## src/rtl/fold_scheduler.sv

```systemverilog
// Sequencer for one folded convolution: clears the accumulator, streams N tap
// reads to the fmaps/weight SRAMs, then latches the result and holds it for the consumer.
module fold_scheduler #(
    parameter int ADDR_W    = 6,
    parameter int WBANK_OFS = 32
) (
    input  logic              clk,
    input  logic              rst,
    input  logic              start,
    input  logic              abort,
    input  logic              weight_select,
    input  logic [ADDR_W-1:0] fmap_base,
    input  logic [4:0]        tap_count,
    input  logic              out_ready,
    output logic              ce,
    output logic              we,
    output logic [ADDR_W-1:0] addr_fmaps,
    output logic [ADDR_W-1:0] addr_weight,
    output logic              acc_clr,
    output logic              worken,
    output logic              outputen,
    output logic              busy,
    output logic              out_valid,
    output logic              done
);

    localparam logic [2:0] S_IDLE  = 3'd0;
    localparam logic [2:0] S_CLR   = 3'd1;
    localparam logic [2:0] S_RUN   = 3'd2;
    localparam logic [2:0] S_DRAIN = 3'd3;
    localparam logic [2:0] S_LATCH = 3'd4;
    localparam logic [2:0] S_HOLD  = 3'd5;

    // SRAM read latency between ce and valid data at the MAC
    localparam int STAGES = 1;

    typedef struct packed {
        logic              bank;
        logic [ADDR_W-1:0] base;
        logic [4:0]        last;
    } cfg_t;

    logic [2:0]        state, state_nxt;
    logic [4:0]        k;
    cfg_t              cfg;
    logic [STAGES:1]   vld_q;
    logic [STAGES:0]   vld_pipe;
    logic              launch;

    assign launch = (state == S_IDLE) && start && !abort;

    always_comb begin
        state_nxt = state;
        case (state)
            S_IDLE:  if (launch) state_nxt = S_CLR;
            S_CLR:   state_nxt = S_RUN;
            S_RUN:   if (k == cfg.last) state_nxt = S_DRAIN;
            S_DRAIN: state_nxt = S_LATCH;
            S_LATCH: state_nxt = S_HOLD;
            S_HOLD:  if (out_ready) state_nxt = S_IDLE;
            default: state_nxt = S_IDLE;
        endcase
        if (abort) state_nxt = S_IDLE;
    end

    always_ff @(posedge clk) begin
        if (rst) begin
            state <= S_IDLE;
            k     <= '0;
            cfg   <= '0;
            vld_q <= '0;
        end else begin
            state <= state_nxt;
            // an abort must not let an in-flight read reach the MAC
            vld_q <= abort ? '0 : vld_pipe[STAGES-1:0];
            if ((state == S_RUN) && (state_nxt == S_RUN)) k <= k + 5'd1;
            else k <= '0;
            if (launch) begin
                cfg.bank <= weight_select;
                cfg.base <= fmap_base;
                cfg.last <= tap_count;
            end
        end
    end

    assign vld_pipe    = {vld_q, ce};
    assign ce          = (state == S_RUN);
    assign we          = 1'b0;
    assign acc_clr     = (state == S_CLR);
    assign worken      = vld_pipe[STAGES];
    assign outputen    = (state == S_LATCH);
    assign out_valid   = (state == S_HOLD);
    assign busy        = (state != S_IDLE);
    assign done        = out_valid && out_ready && !abort && !rst;
    assign addr_fmaps  = ce ? cfg.base + ADDR_W'(k) : '0;
    assign addr_weight = ce ? ADDR_W'(k) + (cfg.bank ? ADDR_W'(WBANK_OFS) : '0) : '0;

endmodule

```

## config.mk

```make
export PLATFORM = sky130hd
export DESIGN_NAME = fold_scheduler
export DESIGN_NICKNAME = d
export VERILOG_FILES = /design/src/rtl/fold_scheduler.sv
export SDC_FILE = /design/constraint.sdc
export NUM_CORES = 1
export LEC_CHECK = 0
export ABC_AREA = 1
export CORE_AREA = 5 5 46 77
export CTS_CLUSTER_SIZE = 28
export DETAILED_ROUTE_END_ITERATION = 10
export DIE_AREA = 0 0 51 82
export PLACE_DENSITY_LB_ADDON = 0.25
export SLEW_MARGIN = 20
export SYNTH_ARGS = -nofsm -noshare
export SYNTH_HDL_FRONTEND = slang
export SYNTH_SLANG_ARGS = --single-unit
```

## constraint.sdc

```tcl
create_clock -name clk -period 1.7 [get_ports clk]
set_input_delay 0.17 -clock clk [delete_from_list [all_inputs] [get_ports clk]]
set_output_delay 0.17 -clock clk [all_outputs]
set_load 0.005 [all_outputs]
```

Word-level counts from Yosys, hierarchy flattened
Index checks and enable logic that the tools add are counted.

Bits in writable memories: 0. Bits of input ports: 17. Bits in registers: 21. Bits in latches: 0. Memory bits (read-only): 0. Memories kept: 0.

Add/subtract/negate cells: 3. Order comparisons: 0. Bitwise logic cells: 1. $mul: 0. Equal/unequal tests: 7. Multiplexer cells: 8. Div/mod/pow operators: 0. Reductions and logical operators: 12. Shifts and indexed selects: 0.

Operators with widths (count): 2-to-1 mux 6 bit (3); one-hot mux 3 bit (6 select lines) (1); 2-to-1 mux 3 bit (4); == test 3 x 2 -> 1 bit (second input constant) (3); adder 5 x 6 -> 6 bit (1); adder 6 x 5 -> 6 bit (1); == test 3 bit (second input constant) (2); logical AND 1 bit (6); adder 5 x 1 -> 5 bit (second input constant) (1); == test 5 bit (1); OR reduction 2 bit (2); == test 3 x 1 -> 1 bit (second input constant) (1); zero test 3 bit (1); nonzero test 3 bit (1); zero test 1 bit (2); inverter 1 bit (1).

Logic depth before layout (Yosys ltp)
Depth in word-level cells: 10. Depth in mapped cells: 8. Mapped depth without buffers: 8.

Worst setup path before layout
OpenSTA, ideal clock, no wires.

Kind: flip-flop to output port. From: register k[0]. To: output port addr_fmaps[4]. Cell stages (with the launch flop): 8. Arrival time: 1.407 ns. Path slack: 0.123 ns. Data required time: 1.530 ns. Buffers on the path: 0. Path through: dfxtp_1 > ha_1 > fa_1 > nand2_1 > nand2_1 > a21oi_1 > xor2_1 > nor2_1.

Cells in the longest elaborated chain, start to end: 2.

Ends and longest elaborated chain: from (decl) (RTL line 44) `logic [4:0] k;`; from (signal assigned) (RTL line 76) `if ((state == S_RUN) && (state_nxt == S_RUN)) k <= k + 5'd1;`; adder 6 x 5 -> 6 bit (RTL line 95) `assign addr_fmaps = ce ? cfg.base + ADDR_W'(k) : '0;`; 2-to-1 mux 6 bit (RTL line 95); to (decl) (RTL line 17) `output logic [ADDR_W-1:0] addr_fmaps,`.

No other way between the ends.

Worst setup path after layout
From: register cfg[5] (netlist bit). To: output port addr_fmaps[4].

Cells in the longest elaborated chain, start to end: 2.

Ends and longest elaborated chain: from (decl) (RTL line 45) `cfg_t cfg;`; adder 6 x 5 -> 6 bit (RTL line 95); 2-to-1 mux 6 bit (RTL line 95).

No other way between the ends.

==> load_flow_metrics.sql <==
INSERT INTO impl_metrics (metric_group, metric, value, unit) VALUES
('layout', 'layout_cell_share_with_drive_strength_beyond_1', '0.3378', ''),
('die', 'fp.dieW', '51', 'um'),
('sta', 'max_clock_freq', '535.1', 'MHz'),
('sta', 'setup_viol', '4', ''),
('layout', 'finalInstanceArea', '0.001902', 'mm^2'),
('layout', 'diodes_inserted', '0', ''),
('die', 'core-area', '0.002895', 'mm^2'),
('layout', 'nNetsFinal', '250', ''),
('grt', 'grt_first_pass_wirelength', '5.533', 'mm'),
('yosys', 'synth_flop_cell', 'sky130_fd_sc_hd__dfxtp_1', ''),
('sta', 'worst_slack', '-0.1688', 'ns'),
('yosys', 'ys_seq_elements', '21', ''),
('yosys', 'share_of_the_synthesized_area_in_compound_gates_ao_oa_aoi_oai', '0.1334', ''),
('clock_tree', 'htree_num_levels', '1', ''),
('die', 'dieHeight', '82', 'um'),
('yosys', 'postSynthNetCount', '194', ''),
('grt', 'gr-total-overflow', '0', ''),
('worst_setup_path', 'worst-setup-path-type', 'flop to output pin', ''),
('yosys', 'yosys_warnings', '0', ''),
('worst_setup_path', 'critPathCaptureType', 'output pin', ''),
('yosys', 'yosysUniqueCellTypes', '29', ''),
('sta', 'hold-worst-slack', '0.4804', 'ns'),
('routing', 'wirelength', '3.524', 'mm'),
('yosys', 'yosys.area_share.simple', '0.3065', ''),
('placed_design', 'number_of_buffer_cells_added_on_primary_ports', '35', ''),
('placed_design', 'placed_area', '0.001695', 'mm^2'),
('worst_setup_path', 'worstPathRequired', '1.53', 'ns'),
('worst_setup_path', 'timing.critical_path.arrival', '1.70', 'ns'),
('sta', 'setup_repair_after_global_routing_missed_its_margin', 'yes', ''),
('die', 'fp.dieArea', '0.004182', 'mm^2'),
('flow_run', 'max_cap_violations', '0', ''),
('yosys', 'post-synth-top-count-cell', 'sky130_fd_sc_hd__nor2_1', ''),
('yosys', 'main_combinational_cell_family_by_area_after_synthesis', 'simple AND/OR/NAND/NOR gates', ''),
('yosys', 'synth_top_area_frac', '0.3422', ''),
('layout', 'syn_to_final_growth', '54.79', '%'),
('yosys', 'synth_edf_count', '0', ''),
('routing', 'drt-pass1-iter-count', '6', ''),
('clock_tree', 'clk_pin_slew', '0.08', 'ns'),
('min_path', 'min-delay-path-class', 'flop to flop', ''),
('placed_design', 'gp_congestion', '0.7560', ''),
('die', 'effective_utilization_at_floorplan', '0.4244', ''),
('routing', 'vias', '1266', ''),
('layout', 'layout.filler_cells', '254', ''),
('yosys', 'post-synth-top-area-cell', 'sky130_fd_sc_hd__dfxtp_1', ''),
('worst_setup_path', 'path_max_fanout', '2', ''),
('grt', 'vias_in_the_first_global_route', '1325', ''),
('grt', 'grt_start_max_net_pins', '20', ''),
('routing', 'drt-initial-drc-count', '17', ''),
('routing', 'post_drt_via_cell_ratio', '5.004', ''),
('sta', 'post-route-period-util', '1.099', ''),
('clock_tree', 'clockBufferDepth', '2', ''),
('worst_setup_path', 'worst_setup_path_startpoint', 'cfg[5]', ''),
('yosys', 'yosys-top-cells-count', 'sky130_fd_sc_hd__nor2_1, sky130_fd_sc_hd__nand2_1, sky130_fd_sc_hd__inv_1', ''),
('status', 'run_status', 'complete, but fails checks', ''),
('routing', 'final_antenna_violating_net_count', '0', ''),
('die', 'io_pins', '37', ''),
('worst_setup_path', 'setup.worst_path.start_class', 'flop', ''),
('status', 'failed_checks', 'negative setup slack', ''),
('placed_design', 'detailedPlacementHpwl', '2.482', 'mm'),
('clock_tree', 'number_of_cts_inserted_buffers', '3', ''),
('clock_tree', 'clock_insertion_delay_worst_skew', '0.26', 'ns'),
('sta', 'post-route-min-period', '1.869', 'ns'),
('yosys', 'synth-adder-area-share', '0.07739', ''),
('pwr', 'max-vdd-ir-drop', '0.4878', 'mV'),
('worst_setup_path', 'ff2ff_path_depth', '7', ''),
('worst_setup_path', 'reg2reg_to', 'cfg[1]', ''),
('pwr', 'power_leakage', '0.8942', 'nW'),
('pwr', 'power.density_cell_area', '540.7', 'mW/mm^2'),
('die', 'placement_rows', '26', ''),
('grt', 'antenna_found_initial', '0', ''),
('pwr', 'fin_total_pwr', '1.028', 'mW');
-- worst min-delay path by stage --
stage | from | end | cells past startpoint
6_report | cfg[2] | cfg[2] | 2
5_1_grt | rst | state[1] | 2
4_1_cts | rst | state[1] | 2
3_5_place_dp | cfg[2] | cfg[2] | 2
3_3_place_gp | cfg[11] | cfg[11] | 2
2_1_floorplan | rst | state[1] | 1
-- area by class of cell --
class                      count  area (um^2)  area share
tap                           28        35.03     0.01842
inverter                      26        107.6     0.05658
clock buffer                   3        41.29     0.02171
multi-input combinational    119        793.3      0.4171
sequential                    21        439.2      0.2309
timing repair buffer          55        480.5      0.2526
clock inverter                 1        5.005    0.002632
-- flip-flops by register name (all words and copies together) (netlist names) --
name,cells
k,5
worken,1
state,3
cfg,12
-- worst max-delay path, cell delays in order (launching register included) --
cell,delay [ns]
sky130_fd_sc_hd__dfxtp_2,0.34
sky130_fd_sc_hd__ha_4,0.16
sky130_fd_sc_hd__fa_2,0.35
sky130_fd_sc_hd__nand2_2,0.07
sky130_fd_sc_hd__nand2_2,0.04
sky130_fd_sc_hd__a21oi_2,0.14
sky130_fd_sc_hd__xor2_1,0.16
sky130_fd_sc_hd__nor2_1,0.05
sky130_fd_sc_hd__buf_2,0.12
-- logic make-up (layout without fill, tap and decap cells) --
family / after synthesis / in the layout
adders and majority gates: 7 / 7
buffers and inverters: 30 / 85
and+or+nand+nor: 80 / 80
other: 1 / 1
AOI/OAI and AO/OA: 27 / 27
xor gates and xnor gates: 4 / 4
DFF: 21 / 21
-- cells in the final DEF (no fill, tap or decap), types with 6 or more instances in the layout --
cell type                         Yosys  final
sky130_fd_sc_hd__a21oi_2              7      8
sky130_fd_sc_hd__dfxtp_1             21     12
sky130_fd_sc_hd__inv_1               25     21
sky130_fd_sc_hd__nand2_1             27     23
sky130_fd_sc_hd__nand3_1              8      8
sky130_fd_sc_hd__dfxtp_2              0      6
sky130_fd_sc_hd__nor2_1              29     28
sky130_fd_sc_hd__o21ai_0              6      6
sky130_fd_sc_hd__o21ai_1              8      7
sky130_fd_sc_hd__dlygate4sd2_1        0      7
sky130_fd_sc_hd__clkdlybuf4s50_1      0     20
sky130_fd_sc_hd__buf_4                1     20
-- what timing repair did --
action / in CTS / in global routing
pin swaps: 10 / 10
buffers inserted: 4 / 2
endpoints found under the setup margin: 17 / 8
gates resized for setup: 48 / 19
-- where the power goes --
part	switching [mW]	internal, mW	total [mW]
Combinational	0.0846	0.0885	0.173
Sequential	0.0168	0.511	0.528
Clock	0.164	0.163	0.327
Total	0.265	0.763	1.03
-- layer usage --
metal | part of all wire | GRT usage | vias up
met4 | 0.049 | 0.1105 | 0
li1 | - | - | 642
met2 | 0.54 | 0.3424 | 40
met5 | 0 | 0 | -
met3 | 0.044 | 0.02722 | 16
met1 | 0.36 | 0.1608 | 568
-- stage by stage --
step | cells | setup slack [ns] | setup TNS (ns)
floorplan | 170 | 0.1229 | 0
global placement | 244 | -0.3115 | -0.9160
detailed placement | 244 | -0.4005 | -1.142
CTS | 252 | -0.2199 | -0.5716
global route | 253 | -0.2720 | -0.6725
finish | 253 | -0.1688 | -0.3448
Note: power is estimated with default switching activity, not from simulation.
